===== src/rtl/memoria_up_drain_pkg.sv =====
// Shared constants and state type for the "up" press-count drain.
package memoria_up_pkg;

   localparam int DEF_NUM_REGS = 16;
   localparam int DEF_ADDR_W   = 4;
   localparam int DEF_DATA_W   = 8;
   localparam int BCD_SAT      = 99;

   typedef enum logic [2:0] {
      IDLE,
      SET,
      CAP,
      OFFER,
      NEXT
   } state_t;

endpackage


===== src/rtl/memoria_up_drain_if.sv =====
// Memory read/erase port plus the adjustment offer handshake toward the RTC write sequencer.
interface memoria_up_drain_if
   import memoria_up_pkg::*;
#(
   parameter int ADDR_W = DEF_ADDR_W,
   parameter int DATA_W = DEF_DATA_W
) ();

   logic [ADDR_W-1:0] addrm;
   logic              erase;
   logic [DATA_W-1:0] dato_up;
   logic              up_snoop;
   logic [ADDR_W-1:0] addr_snoop;
   logic              adj_valid;
   logic [ADDR_W-1:0] adj_addr;
   logic [DATA_W-1:0] adj_count;
   logic              adj_ready;

   modport master (
      output addrm, erase, adj_valid, adj_addr, adj_count,
      input  dato_up, up_snoop, addr_snoop, adj_ready
   );

   modport slave (
      input  addrm, erase, adj_valid, adj_addr, adj_count,
      output dato_up, up_snoop, addr_snoop, adj_ready
   );

endinterface


===== src/rtl/memoria_up_drain_bcd.sv =====
// Binary to packed BCD converter saturating at 99; only built when UP_DRAIN_BCD_EN is defined.
`ifdef UP_DRAIN_BCD_EN
module up_count_bcd
   import memoria_up_pkg::*;
#(
   parameter int DATA_W = DEF_DATA_W
) (
   input  logic [DATA_W-1:0] i_bin,
   output logic [7:0]        o_bcd
);

   logic [6:0] w_sat;
   logic [6:0] w_ones;
   logic [3:0] w_tens;

   assign w_sat = (i_bin > DATA_W'(BCD_SAT)) ? 7'(BCD_SAT) : 7'(i_bin);

   // Repeated subtraction of ten; nine steps cover every value up to 99.
   always_comb begin
      w_ones = w_sat;
      w_tens = 4'd0;
      for (int k = 0; k < 9; k++) begin
         if (w_ones >= 7'd10) begin
            w_ones = w_ones - 7'd10;
            w_tens = w_tens + 4'd1;
         end
      end
   end

   assign o_bcd = {w_tens, 4'(w_ones)};

endmodule
`endif


===== src/rtl/memoria_up_drain.sv =====
// Sweeps the up press-count memory, erasing and offering each nonzero count to the RTC sequencer.
// Define UP_DRAIN_BCD_EN to present counts as saturated packed BCD instead of raw binary.
module memoria_up_drain
   import memoria_up_pkg::*;
#(
   parameter int NUM_REGS = DEF_NUM_REGS,
   parameter int ADDR_W   = DEF_ADDR_W,
   parameter int DATA_W   = DEF_DATA_W
) (
   input  logic                clk,
   input  logic                reset,
   input  logic                enable,
   memoria_up_drain_if.master  bus,
   output logic                sweep_done
);

   state_t            r_state;
   state_t            w_next;
   logic [ADDR_W-1:0] r_idx;
   logic [ADDR_W-1:0] r_addr;
   logic [DATA_W-1:0] r_count;
   logic              r_sweep_done;
   logic              w_collision;
   logic              w_last;
   logic              w_capture;
   logic [DATA_W-1:0] w_count_fmt;

   // A press landing on idx while its value is on dato_up would be lost by the erase, so retry.
   assign w_collision = bus.up_snoop && (bus.addr_snoop == r_idx);
   assign w_last      = (r_idx == ADDR_W'(NUM_REGS - 1));
   assign w_capture   = (r_state == CAP) && !w_collision && (bus.dato_up != '0);

`ifdef UP_DRAIN_BCD_EN
   logic [7:0] w_bcd;

   up_count_bcd #(.DATA_W(DATA_W)) u_bcd (
      .i_bin (bus.dato_up),
      .o_bcd (w_bcd)
   );

   assign w_count_fmt = DATA_W'(w_bcd);
`else
   assign w_count_fmt = bus.dato_up;
`endif

   always_ff @(posedge clk or posedge reset) begin
      if (reset) r_state <= IDLE;
      else       r_state <= w_next;
   end

   always_comb begin
      w_next = r_state;
      case (r_state)
         IDLE:    if (enable) w_next = SET;
         SET:     w_next = CAP;
         CAP: begin
            if (w_collision)              w_next = SET;
            else if (bus.dato_up == '0)   w_next = NEXT;
            else                          w_next = OFFER;
         end
         OFFER:   if (bus.adj_ready) w_next = NEXT;
         NEXT:    w_next = (w_last && !enable) ? IDLE : SET;
         default: w_next = IDLE;
      endcase
   end

   always_ff @(posedge clk or posedge reset) begin
      if (reset) begin
         r_idx <= '0;
      end else if (r_state == IDLE && enable) begin
         r_idx <= '0;
      end else if (r_state == NEXT) begin
         r_idx <= w_last ? '0 : r_idx + ADDR_W'(1);
      end
   end

   always_ff @(posedge clk or posedge reset) begin
      if (reset) begin
         r_addr  <= '0;
         r_count <= '0;
      end else if (w_capture) begin
         r_addr  <= r_idx;
         r_count <= w_count_fmt;
      end
   end

   always_ff @(posedge clk or posedge reset) begin
      if (reset) r_sweep_done <= 1'b0;
      else       r_sweep_done <= (r_state == NEXT) && w_last;
   end

   assign bus.addrm     = r_idx;
   assign bus.erase     = w_capture;
   assign bus.adj_valid = (r_state == OFFER);
   assign bus.adj_addr  = r_addr;
   assign bus.adj_count = r_count;
   assign sweep_done    = r_sweep_done;

endmodule


===== src/flat_wrapper.sv =====
// flat-port wrapper written by rule: the top's interface ports become plain ports
module memoria_up_drain_flat import memoria_up_pkg::*;
#(
   parameter int NUM_REGS = DEF_NUM_REGS,
   parameter int ADDR_W   = DEF_ADDR_W,
   parameter int DATA_W   = DEF_DATA_W
)
  (clk, reset, enable, sweep_done, bus_addrm, bus_erase, bus_adj_valid, bus_adj_addr, bus_adj_count, bus_dato_up, bus_up_snoop, bus_addr_snoop, bus_adj_ready);
  memoria_up_drain_if #(.ADDR_W(ADDR_W), .DATA_W(DATA_W)) bus_i ();
  input  logic clk;
  input  logic reset;
  input  logic enable;
  output logic sweep_done;
  output wire logic [$bits(bus_i.addrm)-1:0] bus_addrm;
  output wire logic [$bits(bus_i.erase)-1:0] bus_erase;
  output wire logic [$bits(bus_i.adj_valid)-1:0] bus_adj_valid;
  output wire logic [$bits(bus_i.adj_addr)-1:0] bus_adj_addr;
  output wire logic [$bits(bus_i.adj_count)-1:0] bus_adj_count;
  input wire logic [$bits(bus_i.dato_up)-1:0] bus_dato_up;
  input wire logic [$bits(bus_i.up_snoop)-1:0] bus_up_snoop;
  input wire logic [$bits(bus_i.addr_snoop)-1:0] bus_addr_snoop;
  input wire logic [$bits(bus_i.adj_ready)-1:0] bus_adj_ready;
  assign bus_addrm = bus_i.addrm;
  assign bus_erase = bus_i.erase;
  assign bus_adj_valid = bus_i.adj_valid;
  assign bus_adj_addr = bus_i.adj_addr;
  assign bus_adj_count = bus_i.adj_count;
  assign bus_i.dato_up = bus_dato_up;
  assign bus_i.up_snoop = bus_up_snoop;
  assign bus_i.addr_snoop = bus_addr_snoop;
  assign bus_i.adj_ready = bus_adj_ready;
  memoria_up_drain #(.NUM_REGS(NUM_REGS), .ADDR_W(ADDR_W), .DATA_W(DATA_W)) u_core (.clk(clk), .reset(reset), .enable(enable), .bus(bus_i), .sweep_done(sweep_done));
endmodule

===== config.mk =====
export PLATFORM = sky130hd
export DESIGN_NAME = memoria_up_drain_flat
export DESIGN_NICKNAME = d
export VERILOG_FILES = /design/src/rtl/memoria_up_drain_pkg.sv /design/src/rtl/memoria_up_drain_if.sv /design/src/rtl/memoria_up_drain_bcd.sv /design/src/rtl/memoria_up_drain.sv /design/src/flat_wrapper.sv
export SDC_FILE = /design/constraint.sdc
export NUM_CORES = 1
export LEC_CHECK = 0
export CAP_MARGIN = 40
export CORE_MARGIN = 2
export CORE_UTILIZATION = 43
export DETAILED_ROUTE_END_ITERATION = 10
export GPL_TIMING_DRIVEN = 0
export PLACE_DENSITY = 0.78
export SYNTH_ARGS = -nofsm -noshare
export SYNTH_HDL_FRONTEND = slang
export SYNTH_HIERARCHICAL = 1
export SYNTH_SLANG_ARGS = --single-unit

===== constraint.sdc =====
create_clock -name clk -period 2.17 [get_ports clk]
set_input_delay 0.3255 -clock clk [delete_from_list [all_inputs] [get_ports clk]]
set_output_delay 0.3255 -clock clk [all_outputs]
set_load 0.03 [all_outputs]

==> results of run 1 <==
what timing repair did:
item,CTS,global route
gates resized for setup,10,3
buffers inserted,3,2
pin swaps,1,3
endpoints found under the setup margin,1,1
registers in the layout (all words and copies together), names as in the netlist:
name and count:
u_core/bus.adj_addr 4, u_core/sweep_done 1, u_core/bus.addrm 4, u_core/r_state 3, u_core/bus.adj_count 8
worst register-to-register path: cells and delay by family, from the launching register on:
family / cells / cell delay, ns
fa+ha+maj: 1 / 0.25
compound gates: 2 / 0.67
simple gates: 2 / 0.27
flops: 1 / 0.50
per-layer routing:
metal	part of all wire	wire length, um	vias up
met5	0	0	-
met4	0.011	25	0
met3	0.033	76	2
met2	0.50	1130	20
met1	0.46	1050	394
li1	-	-	386
final cells by class:
cell class	instances	area [um^2]	area share
clock buffer	4	36.3	0.0250
buffer	2	16.3	0.0112
tap	28	35.0	0.0242
inverter	4	15.0	0.0104
multi-input combinational	54	457	0.315
timing repair buffer	40	389	0.269
sequential	20	500	0.345
power groups by stage:
stage	sequential (mW)	combinational, mW	clock [mW]
6_report	0.568	1.02	0.210
3_3_place_gp	0.581	0.927	0
5_1_grt	0.582	1.08	0.233
4_1_cts	0.565	0.997	0.219
2_1_floorplan	0.757	0.430	0
3_5_place_dp	0.588	0.943	0
cell usage in the layout (no fill, tap or decap), types with 2 or more instances in the layout:
cell and instances:
nor2_1 5, mux2_4 4, nand3_1 2, clkbuf_4 3, inv_1 4, a21oi_2 2, nand2_1 6, o21ai_0 3
clkdlybuf4s50_1 34, a32o_1 2, nor4_4 2, dfrtp_1 20, buf_4 5, xor2_1 3, buf_6 2, a22o_1 11
stage by stage:
| stage | cell area (um^2) | setup TNS, ns | setup WS [ns] |
|---|---|---|---|
| floorplan | 958 | 0 | 0.190 |
| global placement | 1340 | -0.484 | -0.484 |
| detailed placement | 1340 | -0.532 | -0.532 |
| CTS | 1430 | 0 | 0.00407 |
| global route | 1450 | 0 | 0.0109 |
| finish | 1450 | 0 | 0.0658 |
kinds of logic after synthesis:
family,after synthesis,synth area share
simple gates,20,0.102
flops,20,0.522
mux,5,0.0731
buf+inv,7,0.0378
xor+xnor,4,0.0366
compound gates,24,0.215
fa+ha+maj,1,0.0131
worst max-delay path by stage:
stage                        start         to  slack (ns)
2_1_floorplan  u_core/bus.addrm[2]  bus_erase        0.19
3_3_place_gp        bus_dato_up[5]  bus_erase       -0.48
3_5_place_dp     bus_addr_snoop[2]  bus_erase       -0.53
4_1_cts             bus_dato_up[0]  bus_erase       0.004
5_1_grt          u_core/r_state[2]  bus_erase        0.01
6_report         u_core/r_state[2]  bus_erase        0.07
==> run_results.csv, run 1 <==
group,metric,value,unit
power_and_ir_drop,p_seq_frac,0.316,
clock_network,clkTransAtPathRegs,0.11,ns
power_and_ir_drop,vdd_drop_max,0.000722,V
worst_hold_path,hp-class,"in -> async",
power_and_ir_drop,p_per_area,1240,nW/um^2
global_route,grt_pass1_wl,3570,um
power_and_ir_drop,clockPowerShare,0.117,
global_route,met1_usage,0.247,
global_route,grt-ovfl-total,0,
critical_path,start_kind,"flop",
global_route,grt_pass1_vias,790,
sta,slew_headroom,0.510,
synthesis,synth_nets,99,
global_route,grtUsageTotal,0.180,
sta,skew,0.00338,ns
clock_network,clock-sinks,20,
synthesis,ys_ff_latch,20,
placed_design,hpwl,1640,um
routing,viasPerCell,5.28,
critical_path,reg2reg_slack,0.36,ns
critical_path,cpMostUsedCell,"buf_6",
clock_network,cts_buffer_depth,2,
clock_network,ctsHoldBuffers,0,
finish,fillers,161,
critical_path,worstReg2RegEnd,"u_core/r_state[0]",
synthesis,synth_edf_count,0,
power_and_ir_drop,total_power,1.80,mW
sta,holdWs,0.449,ns
finish,antenna_cells,0,
floorplanning,die_w,51.2,um
synthesis,synth_top_area_frac,0.522,
routing,num_vias,802,
global_route,grt_use_met2,0.297,
critical_path,crit_cells,6,
synthesis,synth_area_leader_cell,"dfrtp_1",
critical_path,crit_path_top_delay_cell,"or3b_4",
floorplanning,placementRows,17,
critical_path,critPathBufInv,3,
finish,layoutNonFillerInstCount,152,
power_and_ir_drop,pwr-share-comb,0.568,
routing,ant_nets,0,
routing,drc,0,
critical_path,worstSetupEndpointType,"output pin",
critical_path,path_cells,"or3b_4 > a21oi_2 > a21bo_4 > buf_6 > inv_1 > buf_6",
sta,period_share,0.970,
critical_path,cpPeakStageDelay,0.43,ns
finish,postLayoutCoreUtil,0.674,
critical_path,cp_top_family,"simple AND/OR/NAND/NOR gates",
synthesis,synth.most_common_cell,"dfrtp_1",
critical_path,r2r_start,"u_core/bus.addrm[0]",
finish,drive_gt1_frac,0.185,
clock_network,cts_buffers,3,
finish,nets,143,
global_route,grt.busiest_layer,"met2",
placed_design,io_buffers,35,
synthesis,ys.warnings.count,6,
routing,wirelength,2280,um
synthesis,netlist_area,958,um^2
routing,drtIter0Drc,4,
synthesis,ys_types,27,
critical_path,worstSetupPathType,"reg -> out",
sta,rsz0062_at_grt,"false",
floorplanning,start_util,0.446,
power_and_ir_drop,p_leak,0.661,nW
critical_path,worstPathRequired,1.84,ns
clock_network,cts_tree,"yes",
critical_path,worstPathMaxFanout,10,
synthesis,ys_async_sr_fraction,1.00,
run,drv_cap,0,
synthesis,synth_common_cells,"dfrtp_1 (20), a22o_1 (11), nand2_1 (6)",
critical_path,arrival,1.78,ns
floorplanning,die_h,51.2,um
sta,setup_viol,0,
outcome,status,"completed",
global_route,grt_max_degree,21,
clock_network,root_buffer,"clkbuf_4",
floorplanning,die-area,2620,um^2
placed_design,dp.cells,144,
synthesis,synth.avg_cell_area,11.8,um^2
power_and_ir_drop,switchingPower,0.726,mW
sta,fmaxAchievable,475,MHz
synthesis,yosys-top-cells-area,"dfrtp_1 (52%), a22o_1 (10%), mux2_4 (6.3%), xor2_1 (2.7%), nand2_1 (2.3%)",
sta,worst_pin_slew,0.735,ns
routing,drtPass1Iterations,4,
clock_network,insertion_delay,0.29,ns
floorplanning,coreArea,2150,um^2
global_route,gr-usage-met3,0.0175,
floorplanning,ios,36,
global_route,grt_antenna_before_repair,0,
clock_network,h-tree-depth,1,
synthesis,synth_cells,81,
placed_design,routabilityCongestion,0.806,
finish,syn_to_final_growth,51.2,%
sta,fin_crit,2.10,ns
synthesis,ys_seq_area_frac,0.522,
sta,hold_violations,0,
sta,slew_viol_final,0,
power_and_ir_drop,p_int,1.07,mW
synthesis,yosys_most_used_dff,"dfrtp_1",
power_and_ir_drop,switching_share,0.404,
critical_path,reg2reg_depth,5,
routing,wire_per_inst,15.0,um
Note: power is estimated with default switching activity, not from simulation.
==> run 2: changes to the inputs <==
--- a/config.mk
+++ b/config.mk
@@ -6,11 +6,12 @@
 export NUM_CORES = 1
 export LEC_CHECK = 0
 export CAP_MARGIN = 40
+export CORE_ASPECT_RATIO = 1.4
 export CORE_MARGIN = 2
-export CORE_UTILIZATION = 43
+export CORE_UTILIZATION = 40
 export DETAILED_ROUTE_END_ITERATION = 10
 export GPL_TIMING_DRIVEN = 0
-export PLACE_DENSITY = 0.78
+export PLACE_DENSITY = 0.74
 export SYNTH_ARGS = -nofsm -noshare
 export SYNTH_HDL_FRONTEND = slang
 export SYNTH_HIERARCHICAL = 1
==> run 2 against run 1 <==
  * Sequential cell count unchanged
  * Cell area fell by 0.35%
  * Global-route usage grew 1.5 points
  * Fmax is 0.35% higher
  * Cell count down 2.6%
  * Total power increased by 1.8%
  * Die area up 7.1%
==> run_results.csv, run 2 (same netlist as run 1, synthesis figures left out) <==
group,metric,value,unit
outcome,status,"completed",
floorplanning,placementRows,21,
power_and_ir_drop,total_power,1.83,mW
critical_path,path_cells,"or3b_4 > a21oi_2 > a21bo_4 > buf_6 > inv_1 > buf_6",
floorplanning,coreArea,2340,um^2
floorplanning,die-area,2810,um^2
sta,period_share,0.966,
sta,slew_headroom,0.491,
routing,ant_nets,0,
routing,num_vias,824,
placed_design,io_buffers,35,
clock_network,insertion_delay,0.31,ns
routing,drtPass1Iterations,4,
finish,postLayoutCoreUtil,0.617,
critical_path,worstPathRequired,1.84,ns
global_route,grt-ovfl-total,0,
finish,layoutNonFillerInstCount,148,
critical_path,cp_top_family,"simple AND/OR/NAND/NOR gates",
critical_path,start_kind,"flop",
power_and_ir_drop,vdd_drop_max,0.000760,V
floorplanning,start_util,0.410,
finish,fillers,203,
finish,antenna_cells,0,
finish,final_common_cell,"clkdlybuf4s50_1",
critical_path,cpMostUsedCell,"buf_6",
sta,fin_crit,2.10,ns
global_route,grt_pass1_wl,3860,um
routing,wire_per_inst,15.8,um
global_route,grtUsageTotal,0.195,
clock_network,clkTransAtPathRegs,0.11,ns
power_and_ir_drop,p_per_area,1270,nW/um^2
finish,syn_to_final_growth,50.7,%
clock_network,cts_buffer_depth,2,
placed_design,hpwl,1630,um
clock_network,root_buffer,"clkbuf_4",
finish,drive_gt1_frac,0.208,
critical_path,crit_path_top_delay_cell,"or3b_4",
worst_hold_path,hp-class,"in -> async",
placed_design,dp.cells,139,
sta,skew,0.00258,ns
global_route,grt_antenna_before_repair,0,
critical_path,critPathBufInv,3,
sta,holdWs,0.441,ns
clock_network,cts_tree,"yes",
floorplanning,die_h,61.9,um
routing,drtIter0Drc,22,
critical_path,worstSetupPathType,"reg -> out",
critical_path,worstSetupEndpointType,"output pin",
clock_network,h-tree-depth,1,
clock_network,cts_buffers,3,
critical_path,worstPathMaxFanout,10,
critical_path,cpPeakStageDelay,0.41,ns
sta,setup_viol,0,
routing,viasPerCell,5.57,
power_and_ir_drop,p_leak,0.659,nW
floorplanning,die_w,45.4,um
clock_network,clock-sinks,20,
floorplanning,ios,36,
routing,drc,0,
critical_path,arrival,1.77,ns
global_route,grt_max_degree,21,
sta,hold_violations,0,
finish,nets,144,
routing,wirelength,2330,um
clock_network,ctsHoldBuffers,0,
run,drv_cap,0,
finish,largest_reg_flops,8,
sta,slew_viol_final,0,
sta,fmaxAchievable,477,MHz
sta,worst_pin_slew,0.763,ns
finish,mostFrequentLayoutCells,"clkdlybuf4s50_1 (34), dfrtp_1 (18), a22o_1 (11), nand2_1 (6), buf_4 (6)",
placed_design,routabilityCongestion,0.776,
global_route,grt_pass1_vias,868,
run 2: per-layer routing:
layer | GRT usage | wire, um | up-vias
li1 | - | - | 388
met1 | 0.213 | 913 | 398
met2 | 0.359 | 1250 | 33
met3 | 0.0376 | 129 | 5
met4 | 0.0882 | 45 | 0
met5 | 0 | 0 | -
run 2: what timing repair did:
action / CTS / global route
setup buffers: 4 / 2
setup endpoints to repair: 1 / 1
resized for setup: 11 / 2
pin swaps: 1 / 2
run 2: final timing paths:
check	slack, ns	depth (start not counted)	start	to
max in group asynchronous	1.21	2	reset	u_core/bus.addrm[3]
max reg2reg	0.30	5	u_core/bus.addrm[0]	u_core/r_state[0]
min in group clk	0.52	1	u_core/bus.adj_count[5]	u_core/bus.adj_count[5]
max	0.07	6	u_core/r_state[2]	bus_erase
min	0.44	2	reset	u_core/bus.adj_addr[3]
min reg2reg	0.52	1	u_core/bus.adj_count[5]	u_core/bus.adj_count[5]
run 2: where the power goes:
part	internal [mW]	switching, mW
Combinational	0.500	0.539
Clock	0.103	0.118
Sequential	0.490	0.0818
run 2: final cells by class:
type                       count  area (um^2)  share of cell area
tap                           23         28.8              0.0199
clock buffer                   4         36.3              0.0251
sequential                    20          503               0.348
timing repair buffer          41          397               0.275
buffer                         2         16.3              0.0113
inverter                       4         15.0              0.0104
multi-input combinational     54          448               0.310
run 2: metrics by stage:
| step | area [um^2] | setup slack (ns) | TNS, ns |
|---|---|---|---|
| CTS | 1430 | 0.0363 | 0 |
| global route | 1440 | -0.00164 | -0.00164 |
| floorplan | 958 | 0.190 | 0 |
| finish | 1440 | 0.0732 | 0 |
| global placement | 1340 | -0.526 | -0.526 |
| detailed placement | 1340 | -0.562 | -0.562 |
